### src/rtl/seg_pkg.sv
// Shared types for the seven-segment scan path (scan controller and the
// downstream hex-to-segment/anode decoder).
package seg_pkg;

    localparam int N_DIGITS = 8;

    typedef logic [3:0] digit_t;
    typedef logic [2:0] sel_t;

endpackage : seg_pkg

### src/rtl/seg_scan_ctrl_if.sv
// Digit-write bus and scan outputs of the seven-segment scan controller.
// master = the side that writes digits and watches the scan,
// slave  = the scan controller itself.
interface seg_scan_ctrl_if;
    import seg_pkg::*;

    logic                      wr_en;
    sel_t                      wr_addr;
    digit_t                    wr_data;
    logic                      load;
    logic [N_DIGITS*4-1:0]     load_value;
    logic                      blank_lz;
    digit_t                    num;
    sel_t                      sel;
    logic                      digit_en;
    logic                      scan_tick;

    modport master (
        output wr_en, wr_addr, wr_data, load, load_value, blank_lz,
        input  num, sel, digit_en, scan_tick
    );

    modport slave (
        input  wr_en, wr_addr, wr_data, load, load_value, blank_lz,
        output num, sel, digit_en, scan_tick
    );

endinterface : seg_scan_ctrl_if

### src/rtl/refresh_prescaler.sv
// Free-running 0..DIV-1 counter; tick is high during the last count so the
// consumer advances on the edge where the counter wraps.
module refresh_prescaler #(
    parameter int DIV = 100000
) (
    input  logic clk,
    input  logic rst,
    output logic tick
);

    localparam int              W    = (DIV > 1) ? $clog2(DIV) : 1;
    localparam logic [W-1:0]    LAST = W'(DIV - 1);

    logic [W-1:0] r_pcnt;
    logic         w_last;

    assign w_last = (r_pcnt == LAST);
    assign tick   = w_last;

    // Count up and wrap to zero after the last dwell cycle.
    always_ff @(posedge clk) begin
        if (rst) begin
            r_pcnt <= '0;
        end else if (w_last) begin
            r_pcnt <= '0;
        end else begin
            r_pcnt <= r_pcnt + 1'b1;
        end
    end

endmodule : refresh_prescaler

### src/rtl/seg_scan_ctrl.sv
// Time-multiplexing scan controller for an 8-digit seven-segment display.
// Holds one hex digit per position, steps the scanned position once per
// REFRESH_DIV cycles and optionally blanks leading zeros.
module seg_scan_ctrl
    import seg_pkg::*;
#(
    parameter int REFRESH_DIV = 100000
) (
    input  logic            clk,
    input  logic            rst,
    seg_scan_ctrl_if.slave  bus
);

    logic                   w_tick;
    digit_t                 r_digits [N_DIGITS];
    sel_t                   r_sel;
    logic [N_DIGITS-1:0]    w_upper_zero;   // bit i: digits[i..7] all zero
    logic                   w_blank;

    refresh_prescaler #(
        .DIV (REFRESH_DIV)
    ) u_prescaler (
        .clk  (clk),
        .rst  (rst),
        .tick (w_tick)
    );

    // Digit storage: a bulk load wins over a single-digit write.
    always_ff @(posedge clk) begin
        if (rst) begin
            for (int i = 0; i < N_DIGITS; i++) begin
                r_digits[i] <= '0;
            end
        end else if (bus.load) begin
            for (int i = 0; i < N_DIGITS; i++) begin
                r_digits[i] <= bus.load_value[i*4 +: 4];
            end
        end else if (bus.wr_en) begin
            r_digits[bus.wr_addr] <= bus.wr_data;
        end
    end

    // Scan position advances on every prescaler tick and wraps 7 -> 0.
    always_ff @(posedge clk) begin
        if (rst) begin
            r_sel <= '0;
        end else if (w_tick) begin
            r_sel <= r_sel + 3'd1;
        end
    end

    // Suffix-AND chain: a position is a leading zero when it and every
    // more-significant digit are zero.
    assign w_upper_zero[N_DIGITS-1] = (r_digits[N_DIGITS-1] == '0);

    generate
        for (genvar gi = 0; gi < N_DIGITS - 1; gi++) begin : g_lz_chain
            assign w_upper_zero[gi] = (r_digits[gi] == '0) && w_upper_zero[gi+1];
        end
    endgenerate

    // Position 0 is never blanked so an all-zero value still shows "0".
    assign w_blank = bus.blank_lz && (r_sel != '0) && w_upper_zero[r_sel];

    assign bus.sel       = r_sel;
    assign bus.num       = r_digits[r_sel];
    assign bus.digit_en  = ~w_blank;
    assign bus.scan_tick = w_tick;

endmodule : seg_scan_ctrl

### src/flat_wrapper.sv
// flat-port wrapper written by rule: the top's interface ports become plain ports
module seg_scan_ctrl_flat import seg_pkg::*;
#(
    parameter int REFRESH_DIV = 100000
)
  (clk, rst, bus_wr_en, bus_wr_addr, bus_wr_data, bus_load, bus_load_value, bus_blank_lz, bus_num, bus_sel, bus_digit_en, bus_scan_tick);
  seg_scan_ctrl_if bus_i ();
  input  logic clk;
  input  logic rst;
  input wire logic [$bits(bus_i.wr_en)-1:0] bus_wr_en;
  input wire logic [$bits(bus_i.wr_addr)-1:0] bus_wr_addr;
  input wire logic [$bits(bus_i.wr_data)-1:0] bus_wr_data;
  input wire logic [$bits(bus_i.load)-1:0] bus_load;
  input wire logic [$bits(bus_i.load_value)-1:0] bus_load_value;
  input wire logic [$bits(bus_i.blank_lz)-1:0] bus_blank_lz;
  output wire logic [$bits(bus_i.num)-1:0] bus_num;
  output wire logic [$bits(bus_i.sel)-1:0] bus_sel;
  output wire logic [$bits(bus_i.digit_en)-1:0] bus_digit_en;
  output wire logic [$bits(bus_i.scan_tick)-1:0] bus_scan_tick;
  assign bus_i.wr_en = bus_wr_en;
  assign bus_i.wr_addr = bus_wr_addr;
  assign bus_i.wr_data = bus_wr_data;
  assign bus_i.load = bus_load;
  assign bus_i.load_value = bus_load_value;
  assign bus_i.blank_lz = bus_blank_lz;
  assign bus_num = bus_i.num;
  assign bus_sel = bus_i.sel;
  assign bus_digit_en = bus_i.digit_en;
  assign bus_scan_tick = bus_i.scan_tick;
  seg_scan_ctrl #(.REFRESH_DIV(REFRESH_DIV)) u_core (.clk(clk), .rst(rst), .bus(bus_i));
endmodule
### config.mk
export PLATFORM = sky130hd
export DESIGN_NAME = seg_scan_ctrl_flat
export DESIGN_NICKNAME = d
export VERILOG_FILES = /design/src/rtl/seg_pkg.sv /design/src/rtl/seg_scan_ctrl_if.sv /design/src/rtl/refresh_prescaler.sv /design/src/rtl/seg_scan_ctrl.sv /design/src/flat_wrapper.sv
export SDC_FILE = /design/constraint.sdc
export NUM_CORES = 1
export LEC_CHECK = 0
export BUFFER_PORTS_ARGS = -buffer_cell sky130_fd_sc_hd__clkbuf_2
export CELL_PAD_IN_SITES_DETAIL_PLACEMENT = 0
export CELL_PAD_IN_SITES_GLOBAL_PLACEMENT = 1
export CORE_MARGIN = 2
export CORE_UTILIZATION = 47
export DETAILED_ROUTE_END_ITERATION = 8
export PLACE_DENSITY_LB_ADDON = 0.1
export SLEW_MARGIN = 30
export SYNTH_ARGS = -nofsm -noshare
export SYNTH_HDL_FRONTEND = slang
export SYNTH_SLANG_ARGS = --single-unit
### constraint.sdc
create_clock -name clk -period 4.35 [get_ports clk]
set_clock_uncertainty 0.2 [all_clocks]
set_input_delay 0.2175 -clock clk [delete_from_list [all_inputs] [get_ports clk]]
set_output_delay 0.2175 -clock clk [all_outputs]
set_load 0.1 [all_outputs]
# --- After elaboration in Yosys (flattened, before gate mapping) ---
# Memory sizes are Yosys's and may differ from the RTL's. A register that Yosys moved wholly into a read port is not among the register bits.
# Index checks and enable logic that the tools add are counted.
classes:
  n_reduce_logical: 20
  bitwise_logic: 9
  eq_ne: 1
  multipliers: 0
  mux: 24
  div_mod_pow: 0
  shifts: 0
  n_lt_le_gt_ge: 1
  n_addsub: 2
op_table:
  columns: ["operator", "n"]
  rows:
  - ["$mux 4", 9]
  - ["$logic_not 4->1", 8]
  - ["$add 17x1->17 const B", 1]
  - ["$eq 17x17->1 const B", 1]
  - ["$mux 1", 11]
  - ["$logic_and 1x1->1", 9]
  - ["$mux 3", 3]
  - ["$or 1x1->1", 8]
  - ["$lt 3x4->1 const B", 1]
  - ["$reduce_or 4->1", 1]
  - ["$add 3x1->3 const B", 1]
  - ["$bmux 1 s3", 1]
  - ["$reduce_bool 3->1", 1]
  - ["$reduce_or 2->1", 1]
  - ["$not 1->1", 1]
word_totals:
  ram_bits: 32
  mem_count: 1
  in_bits: 44
  register_bits: 20
  word_cells: 60
  romBits: 0
  latchBits: 0
memory_table:
  columns: ["name", "words", "width", "rd", "rd_clocked_by_memory_dff", "write_ports", "line", "source"]
  rows:
  - ["u_core.r_digits", 8, 4, 9, 1, 8, "seg_scan_ctrl.sv:15", "digit_t r_digits [N_DIGITS];"]

# --- Logic depth before layout (Yosys ltp) ---
# Gate-level depths: netlist (run 1).
depth:
  word_depth: 12
  ltp_mapped: 7
  depth_no_buf: 6

# --- Hierarchy ---
# A second synthesis (run 1) with hierarchy kept.
hier_totals:
  hier_cells: 238
  hier_area_um2: 2882.8
modules_own_cells:
  columns: ["mod", "area_each_um2", "cells_each", "seq_area_each_um2", "n_inst"]
  rows:
  - ["seg_scan_ctrl", 2085.8, 150, 1081.0, 1]
  - ["refresh_prescaler", 797.0, 88, 340.3, 1]

# --- Worst setup path after synthesis (run 1) ---
# No wires, ideal clock.
synth_path:
  path_type: "flip-flop to output port"
  startpoint: "register u_core.r_sel[0] (netlist: u_core.bus.sel[0])"
  endpoint: "output port bus_digit_en"
  required_ns: 3.933
  stages_incl_launch_ff: 4
  arrival_time_ns: 2.491
  slack_ns: 1.442
  cell_sequence: "dfxtp_1 -> o21ai_0 -> a21oi_1 -> o211ai_1"
synth_between:
  elab_chain_cells: 4
  word_cells_on_any_way: 6
  classes_between: "mux (2); bitwise (1); reduce/logical (3)"
synth_rtl:
  columns: ["element", "line", "source"]
  rows:
  - ["start, declared", "seg_scan_ctrl.sv:16", "sel_t r_sel;"]
  - ["start signal, assigned", "seg_scan_ctrl.sv:48", "r_sel <= r_sel + 3'd1;"]
  - ["$bmux 1 s3 / $reduce_bool 3->1 (equally long branches)", "seg_scan_ctrl.sv:63", "assign w_blank = bus.blank_lz && (r_sel != '0) && w_upper_zero[r_sel];"]
  - ["$mux 1 (implied by the code) / $logic_and 1x1->1 (equally long branches)", "seg_scan_ctrl.sv:63", null]
  - ["$logic_and 1x1->1 (*)", "seg_scan_ctrl.sv:63", null]
  - ["$not 1->1 (*)", "seg_scan_ctrl.sv:67", "assign bus.digit_en = ~w_blank;"]
  - ["end, declared", "flat_wrapper.sv:18", "output wire logic [$bits(bus_i.digit_en)-1:0] bus_digit_en;"]
# Mark *: on every way between the ends. The rest lies on a longest branch, timed or not. The select of a mux whose other input is x is not followed.

==> results.env, run 1 <==
CTS_HOLD_BUFFERS=0
CLKLATENCYLATEPIN_NS=0.30
SWSHARE_PCT=23.9
DESIGN.PORTCOUNT=53
FINAL_NETS=342
CELLPOWERDENSITY_nW_PER_UM2=322
WORST_SLEW_PIN_SLEW_NS=0.715
GRT.OVERFLOW.TOTAL=0
COMB_POWER_SHARE_PCT=11.3
POST_SYNTHESIS_INSTANCE_TOTAL=244
SYNTH.YOSYS.SEQ_AREA_SHARE_PCT=50.7
GRT_FIRST_PASS_WIRELENGTH_MM=10.1
POST_CTS_RESIZED=0
PLACE_INST=363
IO_BUFFERS=52
SYNTH-WARNING-COUNT=0
SYNTH-EDFF-COUNT=32
SYNTH_FF_TYPE='sky130_fd_sc_hd__edfxtp_1'
DRTITER0DRC=142
RSZ_0062_RAISED_AFTER_GLOBAL_ROUTING='no'
DESIGN.CORE.AREA_UM2=5850
INTPOWER_uW=794
DRT_WL_TOTAL_MM=6.35
DRIVE_ABOVE_1_SHARE_PCT=29.4
SYNTHESIS.NETS=291
YS_TYPES=36
MIN_PATH_TYPE='input port to flip-flop'
SYN_AREA_UM2=2800
YOSYSMOSTFREQUENTCELL='sky130_fd_sc_hd__edfxtp_1'
GPL.FINAL_WEIGHTED_CONGESTION=0.761
DIE-WIDTH_UM=81.2
VDD_IR_DROP_MAX_V=0.000146
SYNTH_LARGEST_AREA_CELL='sky130_fd_sc_hd__edfxtp_1'
VIAS=2128
POST-ROUTE-PERIOD-UTIL_PCT=59.8
ARRIVAL_TIME_OF_THE_WORST_SETUP_PATH_NS=2.18
CTS.SINK_COUNT=55
SEQPWRFRAC_PCT=57.7
CTS_POST_SETUP_BUFFERS_INSERTED=0
SETUP_VIOL=0
DIE-AREA_UM2=6600
POWER_SWITCHING_uW=250
CORE.ROWCOUNT=28
POWER.CLOCK.FRACTION_PCT=30.9
YS_TOP_CELLS_BY_AREA='sky130_fd_sc_hd__edfxtp_1 (34%), sky130_fd_sc_hd__dfxtp_1 (16%), sky130_fd_sc_hd__a22o_1 (7.5%)'
DRC_ERRORS=0
H-TREE-DEPTH=2
WORST_SETUP_HOLD_PATH_CLK_SLEW_NS=0.10
DPL_WORST_SLACK_NS=2.04
TOTALNEGATIVESETUPSLACK_NS=0
REPORT.FINAL.HOLD_VIOL_COUNT=0
TIMING.FINAL.WS_SETUP_NS=1.75
INITIAL_ANTENNA_VIOLATION_COUNT=0
GRT_USE_TOTAL_PCT=20.5
SETUP.WORST_PATH.END_CLASS='output pin'
CLK_PATH_BUF_DEPTH=2
DPL.HPWL_MM=4.92
NETLIST.AREA_LEADER.SHARE_PCT=34.3
MAXSLEWHEADROOM_PCT=51.8
CRIT_FANOUT=8
POST_SYNTH_MOST_FREQUENT_CELLS='sky130_fd_sc_hd__edfxtp_1 (32), sky130_fd_sc_hd__nor2_1 (28), sky130_fd_sc_hd__a22o_1 (24)'
SETUP.WORST_PATH.CLASS='flip-flop to output pin'
FINAL_ANTENNA_NET_COUNT=0
SYNTH_AREA_PER_CELL_UM2=11.5
DIE_H_UM=81.2
MAX_CAP_VIOLATIONS=0
CRITPATHREQUIREDTIME_NS=3.93
FINALCRITICALPERIOD_NS=2.60
WIRE_PER_INST_UM=17.1
CELL_COUNT_FINAL_FILLERS_OUT=371
NUMBER_OF_FILLER_INSTANCES_IN_THE_FINAL_LAYOUT=504
STATUS='finished clean'
CTS_TREE='yes'
CELLLEAKAGEPOWER_nW=1.18
DR.PASS1.ITERS=7
DRV_SLEW=0
CP-START-KIND='flip-flop'
GRT_MAX_DEGREE=25
ROOT_BUFFER='sky130_fd_sc_hd__clkbuf_8'
FLOW.AREA_GROWTH_FROM_SYNTHESIS_PCT=15.6
GRT_PASS1_VIAS=1945
INITIAL_CORE_UTIL_PCT=47.9
VIAS_PER_CELL=5.74
N_ANTENNA_CELL=0
SYNTH-SEQ-CELLS=55
NUMCTSBUFFERS=5
YS_ASYNC_SR_FRACTION_PCT=0
TOTAL_POWER_mW=1.04
ACHIEVABLE-FREQUENCY_MHz=384
## power groups by stage
stage	clock network, mW	registers, mW	logic [mW]
after global routing	0.348	0.606	0.128
after global placement	0	0.614	0.118
after floorplan	0	0.605	0.0777
after CTS	0.328	0.603	0.119
after detailed placement	0	0.615	0.118
final	0.323	0.603	0.118
## metrics by stage
step                      util (%)  hold WS, ns  area [um^2]
after floorplan                  -        0.220         2800
after global placement        53.4        0.263         3130
after detailed placement      53.4        0.273         3130
after CTS                     55.4      0.00369         3240
after global routing          55.4       0.0102         3240
final                         55.4       0.0130         3240
## sequential cells by signal, summed over array words and instances (netlist names), named ones only
name                       flops
u_core.bus.sel                 3
u_core.u_prescaler.r_pcnt     17
u_core.r_digits               32
## metal layers
metal / up-vias / track usage [%] / wire, um
met2: 78 / 27.6 / 2600
met1: 1010 / 33.9 / 3330
met4: 0 / 5.59 / 56
met3: 5 / 2.78 / 361
met5: - / 0 / 0
li1: 1035 / - / -
## final timing paths
kind	cells after the start	slack, ns	to	start
setup / recovery	3	1.75	bus_num[2]	flip-flop
hold / removal	2	0.01	u_core.r_digits[0][1]	bus_load_value[1]
setup reg to reg	5	2.20	u_core.u_prescaler.r_pcnt[3]	u_core.u_prescaler.r_pcnt[0]
hold reg to reg	1	0.29	u_core.u_prescaler.r_pcnt[0]	u_core.u_prescaler.r_pcnt[0]
## final cells by class
class                      count  area (um^2)  area share, %
tap                           75         93.8           2.90
sequential                    55         1420           43.9
clock inverter                 1         5.00          0.154
inverter                       5         18.8          0.579
timing repair buffer          53          268           8.27
multi-input combinational    175         1330           40.9
clock buffer                   7          108           3.32
## cell usage in the layout (no fill, tap or decap), types with 5 or more instances in the layout
| cell | synthesis | layout |
|---|---|---|
| sky130_fd_sc_hd__nand2b_1 | 6 | 6 |
| sky130_fd_sc_hd__clkbuf_2 | 0 | 52 |
| sky130_fd_sc_hd__o21ai_0 | 11 | 11 |
| sky130_fd_sc_hd__edfxtp_1 | 32 | 32 |
| sky130_fd_sc_hd__a21oi_1 | 5 | 5 |
| sky130_fd_sc_hd__nor4_1 | 11 | 11 |
| sky130_fd_sc_hd__xnor2_1 | 11 | 11 |
| sky130_fd_sc_hd__mux2_2 | 12 | 12 |
| sky130_fd_sc_hd__nand4_1 | 6 | 6 |
| sky130_fd_sc_hd__inv_1 | 5 | 5 |
| sky130_fd_sc_hd__nor2b_1 | 9 | 9 |
| sky130_fd_sc_hd__clkbuf_8 | 0 | 6 |
| sky130_fd_sc_hd__nand3_1 | 5 | 5 |
| sky130_fd_sc_hd__nand2_1 | 9 | 9 |
| sky130_fd_sc_hd__dfxtp_1 | 23 | 23 |
| sky130_fd_sc_hd__nor2_1 | 28 | 28 |
| sky130_fd_sc_hd__mux4_2 | 8 | 8 |
| sky130_fd_sc_hd__a22o_1 | 24 | 24 |
## critical path, cell delays in order (launching register included)
cell and delay, ns:
sky130_fd_sc_hd__dfxtp_1 0.65, sky130_fd_sc_hd__mux4_2 0.58, sky130_fd_sc_hd__mux2_2 0.28, sky130_fd_sc_hd__clkbuf_2 0.37
## logic make-up (layout without fill, tap and decap cells)
logic type	after synthesis	in the layout	synth area share [%]
multiplexers	21	21	11.6
AO/OA/AOI/OAI	43	43	11.2
adder cells (fa/ha/maj)	3	3	1.34
AND/OR/NAND/NOR	94	94	18.8
buffers and inverters	14	66	2.01
flip-flops	55	55	50.7
XOR/XNOR	14	14	4.38
Power figures use the tool's default switching activity.
==> inputs of run 2 (changes only) <==
Settings changed: CORE_UTILIZATION 47 to 39.
Clock period 4.35 ns to 2.2 ns, I/O delays scaled along.
==> run 2 against run 1 <==
  * The run now ends with setup timing left
  * Clock power is 96% higher
  * Register-to-register slack got worse by 2.0 ns
  * Setup slack worse by 1.7 ns
  * Routed wire length up 6.0%
  * Count of clock-buffer cells in the layout did not move
  * First-iteration DRC count rose by 18%
  * Hold slack improved by 0.011 ns
  * Sequential share of layout area fell by 5.2 points
  * Critical path depth grew 2
  * Largest cell class unchanged
  * Via count grew 2.6%
==> results.env, run 2 (synthesis results as in run 1) <==
REG2REG_SETUP_SLACK_NS=0.21  # was 2.20 ns
POST-ROUTE-PERIOD-UTIL_PCT=100
RSZ_0062_RAISED_AFTER_GLOBAL_ROUTING='yes'  # was no
DR.PASS1.ITERS=4  # was 7
H-TREE-DEPTH=2  # unchanged
TIMING.FINAL.WS_SETUP_NS=-0.000361  # was 1.75 ns
IO_BUFFERS=52  # unchanged
HIGHEST-SIGNAL-LAYER='met4'  # unchanged
FINALCRITICALPERIOD_NS=2.20
LAYOUT.CELL_AREA.NON_FILLER_UM2=3690  # was 3240 um^2
MAXSLEWHEADROOM_PCT=59.8  # was 51.8%
GRT_USE_TOTAL_PCT=18.1  # was 20.5%
DRC_ERRORS=0  # unchanged
CELLPOWERDENSITY_nW_PER_UM2=577  # was 322 nW/um^2
ROUTED-WL-MET2_MM=2.90  # was 2.60 mm
NUMCTSBUFFERS=5  # unchanged
VIAS=2183  # was 2128
UTILIZATION_PCT=53.7  # was 55.4%
CP-START-KIND='flip-flop'  # unchanged
REPORT.FINAL.HOLD_VIOL_COUNT=0  # unchanged
ROOT_BUFFER='sky130_fd_sc_hd__clkbuf_8'  # unchanged
CELLLEAKAGEPOWER_nW=1.36  # was 1.18 nW
DIE-WIDTH_UM=88.8  # was 81.2 um
SETUP_VIOL=1  # was 0
DPL_WORST_SLACK_NS=0.211  # was 2.04 ns
DESIGN.PORTCOUNT=53  # unchanged
DRV_SLEW=0  # unchanged
GPL.FINAL_WEIGHTED_CONGESTION=0.762  # was 0.761
CORE.ROWCOUNT=30  # was 28
FAILED_CHECKS='setup timing'
CTS_TREE='yes'  # unchanged
DRTITER0DRC=167  # was 142
CPPEAKSTAGEDELAY_NS=0.57  # was 0.65 ns
FINAL_ANTENNA_NET_COUNT=0  # unchanged
VDD_IR_DROP_MAX_V=0.000264  # was 0.000146 V
SETUP.WORST_PATH.END_CLASS='output pin'  # unchanged
CELL_COUNT_FINAL_FILLERS_OUT=423  # was 371
GRT_MAX_DEGREE=25  # unchanged
DRIVE_ABOVE_1_SHARE_PCT=31.2  # was 29.4%
DIE-AREA_UM2=7880  # was 6600 um^2
GRT.OVERFLOW.TOTAL=0  # unchanged
CTS.SINK_COUNT=55  # unchanged
ARRIVAL_TIME_OF_THE_WORST_SETUP_PATH_NS=1.89  # was 2.18 ns
MAX_CAP_VIOLATIONS=0  # unchanged
INITIAL_CORE_UTIL_PCT=40.8  # was 47.9%
N_ANTENNA_CELL=0  # unchanged
DIE_H_UM=88.8  # was 81.2 um
INITIAL_ANTENNA_VIOLATION_COUNT=0  # unchanged
CLKLATENCYLATEPIN_NS=0.30  # about the same
CRIT_FANOUT=2  # was 8
SETUP.WORST_PATH.CLASS='flip-flop to output pin'  # unchanged
GRT_PASS1_VIAS=2062  # was 1945
MOSTFREQUENTLAYOUTCELL='sky130_fd_sc_hd__clkbuf_2'  # unchanged
WIRE_PER_INST_UM=15.9  # was 17.1 um
STATUS='finished with violations'  # was finished clean
FLOW.AREA_GROWTH_FROM_SYNTHESIS_PCT=31.7  # was 15.6%
CLK_PATH_BUF_DEPTH=2  # unchanged
GRT_FIRST_PASS_WIRELENGTH_MM=10.4  # was 10.1 mm
ACHIEVABLE-FREQUENCY_MHz=454
WL_MET3_UM=399  # was 361 um
VIAS_PER_CELL=5.16  # was 5.74
NUMBER_OF_FILLER_INSTANCES_IN_THE_FINAL_LAYOUT=626  # was 504
LARGEST_REGISTER_FFS=32  # unchanged
REGMOSTFLOPS='u_core.r_digits'  # unchanged
CRITPATHTOPFAMILY='simple AND/OR/NAND/NOR gates'  # was multiplexers
FINAL_NETS=373  # was 342
LAYOUT_COMMON_CELLS='sky130_fd_sc_hd__clkbuf_2 (46), sky130_fd_sc_hd__edfxtp_1 (32), sky130_fd_sc_hd__nor2_1 (27)'  # was sky130_fd_sc_hd__clkbuf_2 (52), sky130_fd_sc_hd__edfxtp_1 (32), sky130_fd_sc_hd__nor2_1 (28)
WORST_SLEW_PIN_SLEW_NS=0.596  # was 0.715 ns
PLACE_INST=390  # was 363
CRITICAL_PATH.N_BUFFERS_INVERTERS=1  # unchanged
DRT_WL_TOTAL_MM=6.73  # was 6.35 mm
CRIT_SLOWEST_CELL='sky130_fd_sc_hd__or4_4'  # was sky130_fd_sc_hd__dfxtp_1
DESIGN.CORE.AREA_UM2=6870  # was 5850 um^2
DETAIL_ROUTE.WIRELENGTH.MET1_MM=3.35  # was 3.33 mm
PLACEMENT.CELL_AREA_UM2=3300  # was 3130 um^2
TIMING.CRITICAL_PATH.CELLS='or4_4, o21ai_2, o2bb2ai_2, o211ai_1, clkbuf_16'  # was mux4_2, mux2_2, clkbuf_2
WORST_SETUP_HOLD_PATH_CLK_SLEW_NS=0.09  # was 0.10 ns
MIN_PATH_TYPE='input port to flip-flop'  # unchanged
DPL.HPWL_MM=4.96  # was 4.92 mm
CRITPATHREQUIREDTIME_NS=1.89  # was 3.93 ns
-- run 2: tightest hold or removal path, delay by kind of cell --
family / cells / cell delay [ns]
muxes: 1 / 0.14
and+or+nand+nor: 1 / 0.10
buffers and inverters: 1 / 0.07
-- run 2: final timing paths --
| check | startpoint | to | cells past startpoint |
|---|---|---|---|
| max | u_core.r_digits[5][2] | bus_digit_en | 5 |
| min | bus_load_value[26] | u_core.r_digits[6][2] | 3 |
| max reg2reg | u_core.u_prescaler.r_pcnt[0] | u_core.bus.sel[2] | 5 |
| min reg2reg | u_core.u_prescaler.r_pcnt[0] | u_core.u_prescaler.r_pcnt[0] | 1 |
-- run 2: metal layers --
| metal | global-route usage [%] | up-vias |
|---|---|---|
| met3 | 3.54 | 10 |
| met2 | 25.0 | 70 |
| met4 | 5.79 | 0 |
| met5 | 0 | - |
| met1 | 28.1 | 1004 |
| li1 | - | 1099 |
-- run 2: cell type report --
class	instances	area, um^2	area share, %
sequential	55	1430	38.7
multi-input combinational	175	1350	36.5
timing repair buffer	84	662	17.9
tap	96	120	3.26
clock buffer	7	108	2.92
inverter	5	18.8	0.509
clock inverter	1	5.00	0.136
-- run 2: metrics by stage --
step	setup TNS [ns]	hold WS [ns]	power, mW
finish	-0.000361	0.0244	2.13
global route	-0.109	0.0532	2.20
CTS	0	0.0207	2.14
detailed placement	0	0.207	1.48
global placement	0	0.211	1.48
floorplan	-0.296	0.112	1.35
-- run 2: what timing repair did --
action / 4_1_cts / 5_1_grt
pin swaps: 1 / 1
buffers inserted: 0 / 0
hold buffers: 25 / 0
endpoints found under the hold margin: 29 / 0
setup endpoints to repair: 1 / 5
resized for setup: 1 / 7
-- run 2: report_power, final --
part	switching [mW]	internal [mW]	leakage (nW)
registers	0.0432	1.15	0.531
clock network	0.309	0.323	0.0594
logic	0.151	0.151	0.766
==> inputs of run 3 (changes only) <==
Settings changed: CELL_PAD_IN_SITES_GLOBAL_PLACEMENT 1 to 2, CORE_UTILIZATION 39 to 32, GPL_TIMING_DRIVEN set to 0.
==> run 3 against run 2 <==
  * The flow now finishes without violations
  * Count of clock-buffer cells in the layout fell by 2
  * Routed wire length rose by 5.1%
  * Combinational power barely moved
  * Hold slack got worse by 0.0068 ns
  * Register-to-register slack got worse by 0.03 ns
==> results.env, run 3 (synthesis results as in run 1) <==
STATUS='finished clean'  # was finished with violations
MAX_CAP_VIOLATIONS=0  # unchanged
GRT_FIRST_PASS_WIRELENGTH_MM=11.3  # was 10.4 mm
CLKLATENCYLATEPIN_NS=0.31  # was 0.30 ns
VDD_IR_DROP_MAX_V=0.000389  # was 0.000264 V
RSZ_0062_RAISED_AFTER_GLOBAL_ROUTING='yes'  # unchanged
DRV_SLEW=0  # unchanged
WORST_SETUP_HOLD_PATH_CLK_SLEW_NS=0.10  # was 0.09 ns
CRITPATHREQUIREDTIME_NS=1.89  # about the same
SETUP.WORST_PATH.END_CLASS='output pin'  # unchanged
H-TREE-DEPTH=2  # unchanged
DRC_ERRORS=0  # unchanged
GPL.FINAL_WEIGHTED_CONGESTION=0.741  # was 0.762
CELLPOWERDENSITY_nW_PER_UM2=589  # was 577 nW/um^2
CLK_PATH_BUF_DEPTH=2  # unchanged
DRIVE_ABOVE_1_SHARE_PCT=30.6  # was 31.2%
DIE_H_UM=97.6  # was 88.8 um
CRIT_SLOWEST_CELL='sky130_fd_sc_hd__or4_4'  # unchanged
WORST_SLEW_PIN_SLEW_NS=0.589  # was 0.596 ns
POST-ROUTE-PERIOD-UTIL_PCT=98.5  # was 100%
CTS_TREE='yes'  # unchanged
CRITPATHTOPFAMILY='simple AND/OR/NAND/NOR gates'  # unchanged
DPL.HPWL_MM=5.48  # was 4.96 mm
ROOT_BUFFER='sky130_fd_sc_hd__clkbuf_8'  # unchanged
TIMING.CRITICAL_PATH.CELLS='or4_4, o21ai_2, o2bb2ai_2, o211ai_1, clkbuf_8'  # was or4_4, o21ai_2, o2bb2ai_2, o211ai_1, clkbuf_16
N_ANTENNA_CELL=0  # unchanged
MAXSLEWHEADROOM_PCT=60.3  # was 59.8%
DIE-AREA_UM2=9520  # was 7880 um^2
REPORT.FINAL.HOLD_VIOL_COUNT=0  # unchanged
IO_BUFFERS=52  # unchanged
CRIT_FANOUT=2  # unchanged
HOLD_WS_NS=0.0176  # was 0.0244 ns
NUMCTSBUFFERS=5  # unchanged
FINALCRITICALPERIOD_NS=2.17  # was 2.20 ns
GRT_USE_TOTAL_PCT=15.1  # was 18.1%
CELLLEAKAGEPOWER_nW=1.35  # was 1.36 nW
DR.PASS1.ITERS=4  # unchanged
TOTAL_POWER_mW=2.18  # was 2.13 mW
DIE-WIDTH_UM=97.6  # was 88.8 um
DESIGN.PORTCOUNT=53  # unchanged
MIN_PATH_TYPE='input port to flip-flop'  # unchanged
FINAL_ANTENNA_NET_COUNT=0  # unchanged
GRT.OVERFLOW.TOTAL=0  # unchanged
SETUP_VIOL=0  # was 1
GRT_MAX_DEGREE=19  # was 25
LAYOUT_COMMON_CELLS='sky130_fd_sc_hd__clkbuf_2 (46), sky130_fd_sc_hd__edfxtp_1 (32), sky130_fd_sc_hd__nor2_1 (27)'  # unchanged
ARRIVAL_TIME_OF_THE_WORST_SETUP_PATH_NS=1.86  # was 1.89 ns
DRT_WL_TOTAL_MM=7.07  # was 6.73 mm
ACHIEVABLE-FREQUENCY_MHz=462  # was 454 MHz
FINAL_NETS=373  # unchanged
LARGEST_REGISTER_FFS=32  # unchanged
CORE.ROWCOUNT=34  # was 30
INITIAL_ANTENNA_VIOLATION_COUNT=0  # unchanged
CPPEAKSTAGEDELAY_NS=0.57  # about the same
DRTITER0DRC=47  # was 167
SETUP.WORST_PATH.CLASS='flip-flop to output pin'  # unchanged
CRITICAL_PATH.N_BUFFERS_INVERTERS=1  # unchanged
INITIAL_CORE_UTIL_PCT=32.6  # was 40.8%
GRT_PASS1_VIAS=2209  # was 2062
DESIGN.CORE.AREA_UM2=8590  # was 6870 um^2
CP-START-KIND='flip-flop'  # unchanged
WIRE_PER_INST_UM=16.2  # was 15.9 um
REGMOSTFLOPS='u_core.r_digits'  # unchanged
FLOW.AREA_GROWTH_FROM_SYNTHESIS_PCT=32.1  # was 31.7%
VIAS_PER_CELL=4.99  # was 5.16
UTILIZATION_PCT=43.1  # was 53.7%
CTS.SINK_COUNT=55  # unchanged
VIAS=2170  # was 2183
MOSTFREQUENTLAYOUTCELL='sky130_fd_sc_hd__clkbuf_2'  # unchanged
==> run 3: report_power, final <==
part | total (mW) | internal (mW) | switching [mW]
Combinational | 0.304 | 0.150 | 0.153
Clock | 0.686 | 0.345 | 0.341
Sequential | 1.19 | 1.15 | 0.0412
Total | 2.18 | 1.65 | 0.536
==> run 3: worst paths after layout <==
check / cells after the start / start / slack [ns] / to
hold reg to reg: 1 / u_core.u_prescaler.r_pcnt[0] / 0.29 / u_core.u_prescaler.r_pcnt[0]
setup reg to reg: 5 / u_core.u_prescaler.r_pcnt[0] / 0.18 / u_core.bus.sel[2]
hold / removal: 3 / bus_load_value[25] / 0.02 / u_core.r_digits[6][1]
setup / recovery: 5 / u_core.r_digits[5][3] / 0.03 / bus_digit_en
==> run 3: stage by stage <==
stage | worst slack (ns) | area, um^2 | std cells | TNS, ns
5_1_grt | -0.0716 | 3700 | 435 | -0.0716
6_report | 0.0341 | 3700 | 435 | 0
2_1_floorplan | -0.296 | 2810 | 244 | -0.296
3_3_place_gp | -0.0371 | 3210 | 404 | -0.127
3_5_place_dp | -0.0228 | 3210 | 404 | -0.0908
4_1_cts | -0.00599 | 3670 | 434 | -0.00599
==> run 3: final cells by class <==
cell class | count | area (um^2)
plain buffers | 7 | 47.5
inverters | 5 | 18.8
clock buffers | 5 | 68.8
fillers | 848 | 4890
flip-flops and latches | 55 | 1430
clock inverters | 3 | 47.5
multi-input cells | 175 | 1360
well taps | 108 | 135
repair buffers | 77 | 596
==> run 3: worst reg2reg max path, delay by kind of cell, from the launching register on <==
kind	cells	cell delay (ns)
and+or+nand+nor	3	0.93
DFF	1	0.41
adders and majority gates	1	0.24
AOI/OAI and AO/OA	1	0.18
==> run 3: routing by layer <==
layer,up-vias,track usage (%),routed length (um)
met2,61,26.8,3640
met4,0,2.88,51
met1,1005,19.1,3100
li1,1098,-,-
met3,6,3.09,276
met5,-,0,0
==> run 3: repair_timing <==
| action | in CTS | in global routing |
|---|---|---|
| setup endpoints to repair | 14 | 16 |
| buffers inserted | 0 | 1 |
| hold buffers | 24 | 0 |
| resized for setup | 22 | 9 |
| pin swaps | 2 | 0 |
| hold endpoints to repair | 24 | 0 |
| gates cloned | 0 | 0 |
